**config.mk**
```make
export PLATFORM = sky130hd
export DESIGN_NAME = ysyx_22050710_axil_rr_arbiter
export DESIGN_NICKNAME = d
export VERILOG_FILES = /design/src/rtl/ysyx_22050710_axil_rr_arbiter.sv
export SDC_FILE = /design/constraint.sdc
export NUM_CORES = 1
export LEC_CHECK = 0
export ABC_CLOCK_PERIOD_IN_PS = 1900
export CORE_AREA = 10 10 252 254
export DETAILED_ROUTE_END_ITERATION = 7
export DIE_AREA = 0 0 262 264
export DONT_BUFFER_PORTS = 1
export GPL_TIMING_DRIVEN = 1
export SLEW_MARGIN = 10
export SYNTH_ARGS = -nofsm -noshare
export SYNTH_HDL_FRONTEND = slang
export SYNTH_SLANG_ARGS = --single-unit
```
**constraint.sdc**
```tcl
create_clock -name i_aclk -period 1.9 [get_ports i_aclk]
set_clock_uncertainty 0.15 [all_clocks]
set_input_delay 0.285 -clock i_aclk [delete_from_list [all_inputs] [get_ports i_aclk]]
set_output_delay 0.285 -clock i_aclk [all_outputs]
set_load 0.1 [all_outputs]
```
**src/rtl/ysyx_22050710_axil_rr_arbiter.sv**
```systemverilog
// ============================================================================
// ysyx_22050710_axil_rr_arbiter : 2-master to 1-slave AXI4-Lite arbiter with
// independent read/write round-robin arbitration. Revision 1.0
// ============================================================================
`timescale 1ns/1ps
`default_nettype none

module ysyx_22050710_axil_rr_arbiter #(
  parameter int DATA_WIDTH = 64,
  parameter int ADDR_WIDTH = 32,
  parameter int STRB_WIDTH = DATA_WIDTH / 8
) (
  input  logic                  i_aclk,
  input  logic                  i_areset,
  // master A
  input  logic                  i_a_awvalid,
  output logic                  o_a_awready,
  input  logic [ADDR_WIDTH-1:0] i_a_awaddr,
  input  logic [2:0]            i_a_awprot,
  input  logic                  i_a_wvalid,
  output logic                  o_a_wready,
  input  logic [DATA_WIDTH-1:0] i_a_wdata,
  input  logic [STRB_WIDTH-1:0] i_a_wstrb,
  output logic                  o_a_bvalid,
  input  logic                  i_a_bready,
  output logic [1:0]            o_a_bresp,
  input  logic                  i_a_arvalid,
  output logic                  o_a_arready,
  input  logic [ADDR_WIDTH-1:0] i_a_araddr,
  input  logic [2:0]            i_a_arprot,
  output logic                  o_a_rvalid,
  input  logic                  i_a_rready,
  output logic [DATA_WIDTH-1:0] o_a_rdata,
  output logic [1:0]            o_a_rresp,
  // master B
  input  logic                  i_b_awvalid,
  output logic                  o_b_awready,
  input  logic [ADDR_WIDTH-1:0] i_b_awaddr,
  input  logic [2:0]            i_b_awprot,
  input  logic                  i_b_wvalid,
  output logic                  o_b_wready,
  input  logic [DATA_WIDTH-1:0] i_b_wdata,
  input  logic [STRB_WIDTH-1:0] i_b_wstrb,
  output logic                  o_b_bvalid,
  input  logic                  i_b_bready,
  output logic [1:0]            o_b_bresp,
  input  logic                  i_b_arvalid,
  output logic                  o_b_arready,
  input  logic [ADDR_WIDTH-1:0] i_b_araddr,
  input  logic [2:0]            i_b_arprot,
  output logic                  o_b_rvalid,
  input  logic                  i_b_rready,
  output logic [DATA_WIDTH-1:0] o_b_rdata,
  output logic [1:0]            o_b_rresp,
  // slave
  output logic                  o_awvalid,
  input  logic                  i_awready,
  output logic [ADDR_WIDTH-1:0] o_awaddr,
  output logic [2:0]            o_awprot,
  output logic                  o_wvalid,
  input  logic                  i_wready,
  output logic [DATA_WIDTH-1:0] o_wdata,
  output logic [STRB_WIDTH-1:0] o_wstrb,
  input  logic                  i_bvalid,
  output logic                  o_bready,
  input  logic [1:0]            i_bresp,
  output logic                  o_arvalid,
  input  logic                  i_arready,
  output logic [ADDR_WIDTH-1:0] o_araddr,
  output logic [2:0]            o_arprot,
  input  logic                  i_rvalid,
  output logic                  o_rready,
  input  logic [DATA_WIDTH-1:0] i_rdata,
  input  logic [1:0]            i_rresp
);

  typedef enum logic [1:0] {W_IDLE = 2'd0, W_REQ = 2'd1, W_RESP = 2'd2} wr_state_t;
  typedef enum logic [1:0] {R_IDLE = 2'd0, R_REQ = 2'd1, R_RESP = 2'd2} rd_state_t;

  // Grant encoding: 0 = master A, 1 = master B
  localparam logic c_GNT_B = 1'b1;

  wr_state_t r_wr_state_q, w_wr_state_d;
  rd_state_t r_rd_state_q, w_rd_state_d;
  logic      r_wr_gnt_q,  w_wr_gnt_d;
  logic      r_wr_last_q, w_wr_last_d;
  logic      r_rd_gnt_q,  w_rd_gnt_d;
  logic      r_rd_last_q, w_rd_last_d;
  logic      r_aw_done_q, w_aw_done_d;
  logic      r_w_done_q,  w_w_done_d;

  // Outputs are forced low while reset is held, even mid-transaction.
  logic w_live;
  logic w_wr_req, w_wr_resp, w_rd_req, w_rd_resp;
  logic w_wr_sel_b, w_rd_sel_b;
  logic w_wr_pick, w_rd_pick;
  logic w_aw_hs, w_w_hs, w_b_hs, w_ar_hs, w_r_hs;

  assign w_live     = ~i_areset;
  assign w_wr_req   = w_live & (r_wr_state_q == W_REQ);
  assign w_wr_resp  = w_live & (r_wr_state_q == W_RESP);
  assign w_rd_req   = w_live & (r_rd_state_q == R_REQ);
  assign w_rd_resp  = w_live & (r_rd_state_q == R_RESP);
  assign w_wr_sel_b = r_wr_gnt_q;
  assign w_rd_sel_b = r_rd_gnt_q;

  // A lone requester wins; on a tie the master not granted last wins.
  assign w_wr_pick = (i_a_awvalid & i_b_awvalid) ? ~r_wr_last_q : i_b_awvalid;
  assign w_rd_pick = (i_a_arvalid & i_b_arvalid) ? ~r_rd_last_q : i_b_arvalid;

  // Write address / data forwarding
  assign o_awvalid = w_wr_req & ~r_aw_done_q & (w_wr_sel_b ? i_b_awvalid : i_a_awvalid);
  assign o_awaddr  = w_wr_req ? (w_wr_sel_b ? i_b_awaddr : i_a_awaddr) : '0;
  assign o_awprot  = w_wr_req ? (w_wr_sel_b ? i_b_awprot : i_a_awprot) : '0;
  assign o_wvalid  = w_wr_req & ~r_w_done_q & (w_wr_sel_b ? i_b_wvalid : i_a_wvalid);
  assign o_wdata   = w_wr_req ? (w_wr_sel_b ? i_b_wdata : i_a_wdata) : '0;
  assign o_wstrb   = w_wr_req ? (w_wr_sel_b ? i_b_wstrb : i_a_wstrb) : '0;

  assign o_a_awready = w_wr_req & ~w_wr_sel_b & ~r_aw_done_q & i_awready;
  assign o_b_awready = w_wr_req &  w_wr_sel_b & ~r_aw_done_q & i_awready;
  assign o_a_wready  = w_wr_req & ~w_wr_sel_b & ~r_w_done_q  & i_wready;
  assign o_b_wready  = w_wr_req &  w_wr_sel_b & ~r_w_done_q  & i_wready;

  // Write response routing
  assign o_bready   = w_wr_resp & (w_wr_sel_b ? i_b_bready : i_a_bready);
  assign o_a_bvalid = w_wr_resp & ~w_wr_sel_b & i_bvalid;
  assign o_b_bvalid = w_wr_resp &  w_wr_sel_b & i_bvalid;
  assign o_a_bresp  = (w_wr_resp & ~w_wr_sel_b) ? i_bresp : 2'b00;
  assign o_b_bresp  = (w_wr_resp &  w_wr_sel_b) ? i_bresp : 2'b00;

  // Read address forwarding and response routing
  assign o_arvalid   = w_rd_req & (w_rd_sel_b ? i_b_arvalid : i_a_arvalid);
  assign o_araddr    = w_rd_req ? (w_rd_sel_b ? i_b_araddr : i_a_araddr) : '0;
  assign o_arprot    = w_rd_req ? (w_rd_sel_b ? i_b_arprot : i_a_arprot) : '0;
  assign o_a_arready = w_rd_req & ~w_rd_sel_b & i_arready;
  assign o_b_arready = w_rd_req &  w_rd_sel_b & i_arready;

  assign o_rready   = w_rd_resp & (w_rd_sel_b ? i_b_rready : i_a_rready);
  assign o_a_rvalid = w_rd_resp & ~w_rd_sel_b & i_rvalid;
  assign o_b_rvalid = w_rd_resp &  w_rd_sel_b & i_rvalid;
  assign o_a_rdata  = (w_rd_resp & ~w_rd_sel_b) ? i_rdata : '0;
  assign o_b_rdata  = (w_rd_resp &  w_rd_sel_b) ? i_rdata : '0;
  assign o_a_rresp  = (w_rd_resp & ~w_rd_sel_b) ? i_rresp : 2'b00;
  assign o_b_rresp  = (w_rd_resp &  w_rd_sel_b) ? i_rresp : 2'b00;

  assign w_aw_hs = o_awvalid & i_awready;
  assign w_w_hs  = o_wvalid  & i_wready;
  assign w_b_hs  = i_bvalid  & o_bready;
  assign w_ar_hs = o_arvalid & i_arready;
  assign w_r_hs  = i_rvalid  & o_rready;

  always_comb begin
    w_wr_state_d = r_wr_state_q;
    w_wr_gnt_d   = r_wr_gnt_q;
    w_wr_last_d  = r_wr_last_q;
    w_aw_done_d  = r_aw_done_q;
    w_w_done_d   = r_w_done_q;
    case (r_wr_state_q)
      W_IDLE: begin
        if (i_a_awvalid | i_b_awvalid) begin
          w_wr_gnt_d   = w_wr_pick;
          w_wr_last_d  = w_wr_pick;
          w_wr_state_d = W_REQ;
        end
      end
      W_REQ: begin
        // AW and W may complete in either order or together.
        w_aw_done_d = r_aw_done_q | w_aw_hs;
        w_w_done_d  = r_w_done_q  | w_w_hs;
        if (w_aw_done_d & w_w_done_d) w_wr_state_d = W_RESP;
      end
      W_RESP: begin
        if (w_b_hs) begin
          w_aw_done_d  = 1'b0;
          w_w_done_d   = 1'b0;
          w_wr_state_d = W_IDLE;
        end
      end
      default: w_wr_state_d = W_IDLE;
    endcase
  end

  always_comb begin
    w_rd_state_d = r_rd_state_q;
    w_rd_gnt_d   = r_rd_gnt_q;
    w_rd_last_d  = r_rd_last_q;
    case (r_rd_state_q)
      R_IDLE: begin
        if (i_a_arvalid | i_b_arvalid) begin
          w_rd_gnt_d   = w_rd_pick;
          w_rd_last_d  = w_rd_pick;
          w_rd_state_d = R_REQ;
        end
      end
      R_REQ:   if (w_ar_hs) w_rd_state_d = R_RESP;
      R_RESP:  if (w_r_hs)  w_rd_state_d = R_IDLE;
      default: w_rd_state_d = R_IDLE;
    endcase
  end

  always_ff @(posedge i_aclk) begin
    if (i_areset) begin
      r_wr_state_q <= W_IDLE;
      r_rd_state_q <= R_IDLE;
      r_wr_gnt_q   <= 1'b0;
      r_rd_gnt_q   <= 1'b0;
      r_wr_last_q  <= c_GNT_B;
      r_rd_last_q  <= c_GNT_B;
      r_aw_done_q  <= 1'b0;
      r_w_done_q   <= 1'b0;
    end else begin
      r_wr_state_q <= w_wr_state_d;
      r_rd_state_q <= w_rd_state_d;
      r_wr_gnt_q   <= w_wr_gnt_d;
      r_rd_gnt_q   <= w_rd_gnt_d;
      r_wr_last_q  <= w_wr_last_d;
      r_rd_last_q  <= w_rd_last_d;
      r_aw_done_q  <= w_aw_done_d;
      r_w_done_q   <= w_w_done_d;
    end
  end

endmodule

`default_nettype wire

```
==> results.md, run 1 <==
- Final min period: 2.24 ns
- Reg2Reg Depth: 7
- Slowest cell on crit path: or3b_4
- Layout area overhead: 227%
- Setup crit start: r_wr_state_q[0]
- Tcrit/Tclk final: 118%
- Worst-margin pin slew: approximately 0.48 ns
- Clk_lat worst skew: between 0.2 and 0.3 ns
- Status: finished with violations
- Sequential element share of the synthesized area: ~5.4%
- Synth warnings: 0
- Final slew viol count: 0
- Avg Synthesized Cell Area: between 7 and 8 sq um
- HP Class: input port to register
- Ys flop type: dfxtp_1
- Starting Density: approximately 6.3%
- Fin. Hold Viols: 0
- Post-synth cell types: 40
- Slew HR: between 60% and 70%
- Max clock buf depth: 2
- Rows: 89
- Antenna violations before repair: 1
- CTS tree: yes
- Final setup margin: -0.341 ns
- CP arrival: between 1.5 and 2 ns
- Max Fclk: 446 MHz
- Switching share of power: between 50% and 60%
- Vias: about 5200
- Internal power: just over 3000 uW
- Critical path destination: o_awaddr[27]
- Final nets: around 1100
- Starting DRT DRC Count: 256
- GRT overflow: 0
- Startpoint Class: register
- Synth top area share: between 20% and 30%
- CTS root buffer: clkbuf_16
- Routed Antenna Nets: 0
- Inserted Clock Buffers: 3
- Post-DP HPWL: 26100 um
- Ranking of synthesized cells by area: mux2i_1 (30%), and2_1 (24%), nor2_1 (11%)
- Yosys reg bits: 10
- GRT Total Usage: between 8 and 9%
- Maximum VDD drop: ~0.49 mV
- Number of port buffers: 0
- Min-delay src: i_areset
- Die height: 264 um
- Failing checks: setup timing
- Data required, critical path: approximately 1.5 ns
- RSZ-0062 raised after global routing: true
- Static Leakage: between 0.004 and 0.005 uW
- R2R Setup Slk: -0.01 ns
- P per Cell Area: 624 nW/um^2
- Reg power frac: under 10%
- Critical Path Max Stage Delay: 0.42 ns
- Place WS: -0.101 ns
- Via density: 3.38
- Combinational Power Share: ~90%
- Core Region: 58500 sq um
- Remaining DRCs: 0
- Htree depth: 1
- Worst r2r src: r_wr_state_q[0]
- Clock share of power: 6.0%
- First-pass GRT wire length: ~45000 um
- Die Wd: about 260 um
- Layout cells sized above 1: a little over 80%
- Post-Synthesis Cell Area: around 3700 sq um
- Most frequent cells in the layout: buf_12 (224), and2_4 (134), nor2_4 (110)
- R2R Path End: r_wr_state_q[0]
- Largest net degree at the start of global routing: 39
- Net Sw Power: 4510 uW
- Avg WL per Cell: roughly 23 um
- Placed cell area: 9930 sq um
- Most common cell after layout, fill and taps aside: buf_12
- Post-synth EDFFs: 0
- GP Congestion: approximately 0.8
- Final Instance Area: 12100 sq um
- Die area: 69200 sq um
- Cells along the critical path: or3b_4, buf_4, buf_6, clkbuf_16, nor2_4, buf_12
- Async set-or-reset flop fraction in the synthesized netlist: 0%
- WHS: between 0.02 and 0.025 ns
- CTS Sinks: 10
- Max_cap viols: 0
- DRT Pass-1 Iters: 4
- Syn_nets: about 880
- Type of the worst setup path: register to output port
- Crit. End Element: output port
- CTS clock-pin slew for the worst setup and hold paths: approximately 0.05 ns
- Worst Path Max Fanout: 8
- Ports: 662
- Vias in the first global route: 5895
- Synthesized instance count: between 500 and 600
- Area leader, netlist: mux2i_1
- Total power: 7540 uW
- Setup-failing EPs final: 294
- Routed WL: between 30000 and 40000 um
[per-stage QoR]
stage	utilization, %	std cells	TNS, ns
3_5_place_dp	17.0	1468	-6.49
2_1_floorplan	-	515	-76.87
5_1_grt	20.7	1551	-81.82
3_3_place_gp	17.0	1468	-1.11
4_1_cts	19.8	1527	-64.96
6_report	20.7	1552	-65.07
[worst min-delay path by stage]
stage	end	slack, ns	cells past startpoint
after floorplan	r_wr_state_q[0]	0.27	2
after global placement	r_rd_gnt_q	0.22	1
after detailed placement	r_rd_gnt_q	0.21	1
after CTS	r_w_done_q	0.009	1
after global routing	r_w_done_q	0.02	1
final	r_w_done_q	0.02	1
[flip-flops by register name, summed over array words and instances (netlist names)]
register,cells
r_aw_done_q,1
r_rd_gnt_q,1
r_rd_last_q,1
r_rd_state_q,2
r_w_done_q,1
r_wr_gnt_q,1
r_wr_last_q,1
r_wr_state_q,2
[power groups by stage]
stage	Combinational (uW)	Sequential, uW	Clock [uW]
global route	6990	292	494
finish	6790	287	455
floorplan	4080	256	0
global placement	5830	287	0
CTS	6620	296	482
detailed placement	5890	290	0
[cell families after synthesis]
logic type | count (synthesis) | share of synthesized area [%]
AND/OR/NAND/NOR | 286 | 43.1
AO/OA/AOI/OAI | 50 | 11.8
buffers and inverters | 57 | 9.25
flip-flops | 10 | 5.42
multiplexers | 112 | 30.4
[cell type report]
cell class	count	area, sq um
clock buffer	4	88.8
antenna	2	5.00
multi-input combinational	449	4750
tap	773	967
timing repair buffer	311	6030
fill	6158	46400
inverter	3	11.3
sequential	10	220
[timing repair]
| action | CTS | global route |
|---|---|---|
| gates cloned | 28 | 20 |
| resized for setup | 142 | 70 |
| setup endpoints to repair | 293 | 295 |
| hold buffers | 1 | 0 |
| endpoints found under the hold margin | 6 | 0 |
| pin swaps | 113 | 96 |
| setup buffers | 26 | 13 |
[cells in the mapped netlist, types with 3 or more instances]
master / instances
dfxtp_1: 10
a211o_1: 3
and2_1: 140
buf_2: 19
nor4b_1: 3
a22o_1: 37
nor3_1: 4
buf_4: 5
mux2i_1: 110
or3b_2: 3
and3_1: 5
buf_6: 11
nor2_1: 105
clkbuf_1: 14
nor2_2: 10
buf_1: 3
[per-layer routing]
layer,vias up,share of wire [%],global-route usage (%),routed length [um]
li1,2299,-,-,-
met3,15,13,4.08,4480
met2,414,55,16.6,19400
met4,0,0.90,1.65,322
met5,-,0,0,0
met1,2512,32,8.32,11400
[critical path: cells and delay by family, from the launching register on]
kind                   cells  cell delay, ns
buffers and inverters      4            0.64
flip-flops                 1            0.35
AND/OR/NAND/NOR            2            0.53
Power figures use the tool's default switching activity.
==> inputs of run 2 (changes only) <==
- TNS_END_PERCENT: unset -> 30
==> run 2 against run 1 <==
Compared with the run above: the run still ends with setup timing left; die area did not move; largest cell class unchanged; largest power group unchanged; sequential power rose by 2%; sequential share of layout area fell by 0.18 points; highest routed layer is now met5; global-route usage rose by 4.9 points; cell area rose by 8.2%.
==> results.md, run 2 (synthesis results as in run 1) <==
- Worst-margin pin slew: 0.497 ns (+0.0128 ns)
- Ports: 662 (unchanged)
- GRT overflow: 0 (unchanged)
- Setup-failing EPs final: 293 (-0.34%)
- Final setup margin: -0.365 ns (-0.0241 ns)
- Die height: 264 um (unchanged)
- Max Fclk: 442 MHz (-1.1%)
- DRT Pass-1 Iters: 4 (unchanged)
- Most frequent cells in the layout: buf_12 (304), and2_1 (128), nor2_4 (101)
- CP delay by family, top: simple AND/OR/NAND/NOR gates
- Data required, critical path: 1.46 ns (about the same)
- CTS tree: yes
- Fin. Hold Viols: 0 (unchanged)
- Max_cap viols: 0 (unchanged)
- Final Util: 22.3% (+1.7 points)
- Layout cells sized above 1: 70.5% (-12 points)
- Number of port buffers: 0 (unchanged)
- Post-DP HPWL: 45200 um (+73%)
- R2R Setup Slk: 0.10 ns (+0.11 ns)
- Top Registers: r_rd_state_q x2, r_wr_state_q x2
- R2R Path End: r_wr_state_q[1]
- Worst Path Max Fanout: 6 (-2)
- Static Leakage: 0.00471 uW (+6.8%)
- CP arrival: 1.83 ns (+0.02 ns)
- Setup crit start: r_wr_state_q[0]
- Final min period: 2.26 ns (+0.0241 ns)
- Clk_lat worst skew: 0.24 ns (-0.02 ns)
- Vias in the first global route: 6078 (+3.1%)
- Setup TNS: -59.24 ns (+5.83 ns)
- Post-Place Cells: 1598 (+8.9%)
- Htree depth: 1 (unchanged)
- CTS Sinks: 10 (unchanged)
- Critical Path Max Stage Delay: 0.44 ns (+0.02 ns)
- HP Class: input port to register
- Starting Density: 6.31% (unchanged)
- Crit. End Element: output port
- CTS clock-pin slew for the worst setup and hold paths: 0.04 ns (about the same)
- Tcrit/Tclk final: 119% (+1.3 points)
- Post-route insts no fill: 1647 (+6.1%)
- P per Cell Area: 627 nW/um^2 (+0.40%)
- Levels on crit path: 5 (-1)
- Routed Antenna Nets: 0 (unchanged)
- WHS: 0.0354 ns (+0.0109 ns)
- Starting DRT DRC Count: 209 (-18%)
- Maximum VDD drop: 0.294 mV (-41%)
- Cells along the critical path: or3b_4, buf_4, nor4b_4, buf_4, buf_16
- Final Instance Area: 13100 sq um (+8.2%)
- Max clock buf depth: 2 (unchanged)
- Placed cell area: 11300 sq um (+14%)
- Antenna violations before repair: 9 (+8)
- Cell repeated most along the worst path: buf_4
- Critical path destination: o_a_awready
- Worst r2r src: r_wr_state_q[0]
- Most common cell after layout, fill and taps aside: buf_12
- Via density: 3.38 (+0.15%)
- Slew HR: 66.2% (-1.4 points)
- CTS root buffer: clkbuf_16
- Failing checks: setup timing
- WP buf/inv: 3 (-1)
- Type of the worst setup path: register to output port
- Hold depth: 1 (unchanged)
- Rows: 89 (unchanged)
- First-pass GRT wire length: 62900 um (+41%)
- GRT Total Usage: 13.5% (+4.9 points)
- Layout area overhead: 254%
- Die Wd: 262 um (unchanged)
- Sequential Area: 215 sq um (-2.3%)
- Slowest cell on crit path: or3b_4
- Final nets: 1237 (+7.8%)
- Inserted Clock Buffers: 3 (unchanged)
- Routed WL: 51500 um (+44%)
- Status: finished with violations
- Core Region: 58500 sq um (unchanged)
- RSZ-0062 raised after global routing: true
- Remaining DRCs: 0 (unchanged)
- Multi-input gate area: 4510 sq um (-5.0%)
- Number of fill cells: 6143 (-0.24%)
- Reg2Reg Depth: 5 (-2)
- Avg WL per Cell: 31.3 um (+36%)
- Final slew viol count: 0 (unchanged)
- Die area: 69200 sq um (unchanged)
- Startpoint Class: register
- Vias: 5569 (+6.3%)
- Largest net degree at the start of global routing: 69 (+77%)
- GP Congestion: 0.786 (-2.5%)
[run 2: changes by cell type in the layout (fill, tap and decap cells not counted), sizes merged]
cell	change
buf	+102
dlygate4sd3	+1
diode	+5
clkbuf	-13
[run 2: worst min-delay path by stage]
stage	startpoint	to	slack, ns
final	i_areset	r_w_done_q	0.04
after global routing	i_areset	r_w_done_q	0.02
after CTS	i_areset	r_w_done_q	0.02
after detailed placement	i_areset	r_rd_gnt_q	0.23
after global placement	i_areset	r_wr_gnt_q	0.22
after floorplan	i_b_awvalid	r_wr_state_q[0]	0.27
[run 2: metrics by stage]
| step | setup WS [ns] | total power, uW |
|---|---|---|
| after floorplan | -0.988 | 4150 |
| after global placement | -0.594 | 6790 |
| after detailed placement | -0.580 | 6800 |
| after CTS | -0.322 | 7920 |
| after global routing | -0.418 | 8450 |
| final | -0.365 | 8190 |
[run 2: repair_timing]
item	CTS	global route
endpoints found under the hold margin	5	0
hold buffers	2	0
cloned	11	5
setup buffers	10	11
endpoints found under the setup margin	293	293
resized for setup	132	89
pin swaps	22	39
[run 2: where the power goes]
| group | internal, uW | switching (uW) |
|---|---|---|
| combinational | 2780 | 4680 |
| sequential | 245 | 48.4 |
| clock | 318 | 117 |
| total | 3340 | 4840 |
[run 2: per-layer routing]
layer | part of all wire, % | global-route usage (%) | wire length (um) | vias to the layer above
met5 | 0.025 | 0 | 13 | -
met4 | 1.1 | 1.20 | 556 | 2
met3 | 10 | 4.35 | 5290 | 23
met2 | 54 | 26.3 | 27900 | 461
met1 | 34 | 14.3 | 17700 | 2610
li1 | - | - | - | 2473
[run 2: final cells by class]
type                       instances  area share (%)
clock buffer                       4           0.680
antenna                            7           0.134
tap                              773            7.40
timing repair buffer             401            55.5
sequential                        10            1.65
inverter                           3          0.0862
multi-input combinational        449            34.5
==> inputs of run 3 (changes only) <==
- CAP_MARGIN: unset -> 25
- PLACE_DENSITY_LB_ADDON: unset -> 0.2
==> run 3 against run 2 <==
Compared with the run above: the flow still finishes with violations (setup timing); combinational power grew 3.6%; sequential share of layout area shrank 0.083 points; wire length shrank 13%; clock power grew 0.9%; critical path depth grew 2; cell area grew 9.0%; sequential cell count is the same; power grew 3.3%; first-iteration DRC count shrank 25%; cell count grew 2.0%; setup slack gained 0.059 ns; utilization grew 2.0 points; largest power group unchanged.
==> results.md, run 3 (synthesis results as in run 1) <==
- Status: finished with violations
- Failing checks: setup timing
- Top Registers: r_rd_state_q x2, r_wr_state_q x2
- Avg WL per Cell: 26.5 um (-15%)
- Largest net degree at the start of global routing: 44 (-36%)
- RSZ-0062 raised after global routing: true
- Slew HR: 65.8% (-0.43 points)
- Die height: 264 um (unchanged)
- Max clock buf depth: 2 (unchanged)
- Max Fclk: 453 MHz (+2.7%)
- Most common cell after layout, fill and taps aside: buf_12
- Ports: 662 (unchanged)
- CTS tree: yes
- Final Util: 24.4% (+2.0 points)
- Maximum VDD drop: 0.354 mV (+21%)
- Placed cell area: 11400 sq um (+0.82%)
- CTS root buffer: clkbuf_16
- Fin. Hold Viols: 0 (unchanged)
- Final Instance Area: 14200 sq um (+9.0%)
- Most frequent cells in the layout: buf_12 (311), and2_4 (111), nor2_4 (108)
- Layout cells sized above 1: 85.6% (+15 points)
- Post-Place Cells: 1607 (+0.56%)
- HP Class: input port to register
- CP arrival: 1.77 ns (-0.06 ns)
- GP Congestion: 0.742 (-5.6%)
- Max_cap viols: 0 (unchanged)
- Remaining DRCs: 0 (unchanged)
- Routed Antenna Nets: 0 (unchanged)
- Final slew viol count: 0 (unchanged)
- CTS Sinks: 10 (unchanged)
- Starting DRT DRC Count: 156 (-25%)
- Core Region: 58500 sq um (unchanged)
- Vias: 5673 (+1.9%)
- Tcrit/Tclk final: 116% (-3.1 points)
- Via density: 3.38 (-0.13%)
- Final nets: 1275 (+3.1%)
- Crit. End Element: output port
- Rows: 89 (unchanged)
- Starting Density: 6.31% (unchanged)
- P per Cell Area: 594 nW/um^2 (-5.3%)
- Vias in the first global route: 6358 (+4.6%)
- Final setup margin: -0.306 ns (+0.0590 ns)
- Type of the worst setup path: register to output port
- GRT overflow: 0 (unchanged)
- Inserted Clock Buffers: 3 (unchanged)
- Data required, critical path: 1.46 ns (about the same)
- Routed WL: 44500 um (-13%)
- Number of port buffers: 0 (unchanged)
- GRT Total Usage: 11.1% (-2.4 points)
- Die Wd: 262 um (unchanged)
- DRT Pass-1 Iters: 4 (unchanged)
- Worst Path Max Fanout: 8 (+2)
- Startpoint Class: register
- Setup-failing EPs final: 292 (-0.34%)
- Worst-margin pin slew: 0.506 ns (+0.00932 ns)
- CTS clock-pin slew for the worst setup and hold paths: 0.04 ns (about the same)
- Clk_lat worst skew: 0.25 ns (about the same)
- Layout area overhead: 286%
- Post-route insts no fill: 1680 (+2.0%)
- Htree depth: 1 (unchanged)
- Die area: 69200 sq um (unchanged)
- Static Leakage: 0.00529 uW (+12%)
- Post-DP HPWL: 35500 um (-21%)
- Antenna violations before repair: 4 (-5)
- First-pass GRT wire length: 54700 um (-13%)
- Final min period: 2.21 ns (-0.0590 ns)
-- run 3: changes by cell type in the layout (fill, tap and decap cells not counted), sizes merged --
cell	previous run	this run
diode	7	2
bufbuf	0	2
clkbuf	9	19
buf	394	420
-- run 3: critical path: stages (launching register included) --
cell and delay, ns:
dfxtp_4 0.35, buf_6 0.12, nor4bb_4 0.26, buf_6 0.21
buf_4 0.14, clkbuf_16 0.14, a22o_4 0.12, buf_12 0.16
-- run 3: repair_timing --
item | CTS | global route
pin swaps | 142 | 73
resized for setup | 291 | 93
buffers inserted | 13 | 17
endpoints found under the hold margin | 5 | 1
endpoints found under the setup margin | 293 | 293
hold buffers | 1 | 1
cloned | 16 | 20
-- run 3: path summary, 6_finish.rpt --
path | startpoint | end | slack, ns | depth (start not counted)
setup / recovery | r_rd_state_q[1] | o_arprot[0] | -0.31 | 7
hold / removal | i_areset | r_w_done_q | 0.03 | 1
setup reg to reg | r_wr_gnt_q | r_w_done_q | 0.14 | 5
hold reg to reg | r_rd_last_q | r_rd_last_q | 0.35 | 1
-- run 3: area by class of cell --
cell class | instances | area [sq um]
Multi-Input combinational cell | 449 | 4940
Timing Repair Buffer | 439 | 8010
Clock buffer | 4 | 88.8
Fill cell | 6101 | 44200
Sequential cell | 10 | 223
Tap cell | 773 | 967
Antenna cell | 2 | 5.00
Inverter | 3 | 11.3
-- run 3: power breakdown --
part / total (uW) / switching, uW / internal (uW)
Combinational: 7730 / 4660 / 3070
Clock: 440 / 122 / 319
Sequential: 286 / 43.8 / 242
Total: 8450 / 4820 / 3630
-- run 3: metrics by stage --
step	setup slack [ns]	hold slack, ns	setup TNS [ns]	total power, uW
finish	-0.306	0.0290	-53.79	8450
global route	-0.360	0.0205	-72.89	8740
CTS	-0.324	0.00222	-59.28	8130
detailed placement	-0.244	0.217	-8.93	6610
global placement	-0.232	0.220	-6.58	6600
floorplan	-0.988	0.270	-148.01	4150
-- run 3: layer usage --
metal  share of wire (%)  track usage, %
met5                   0               0
met4                 1.3            1.60
met3                  11            4.53
met2                  54            21.5
met1                  34            11.0
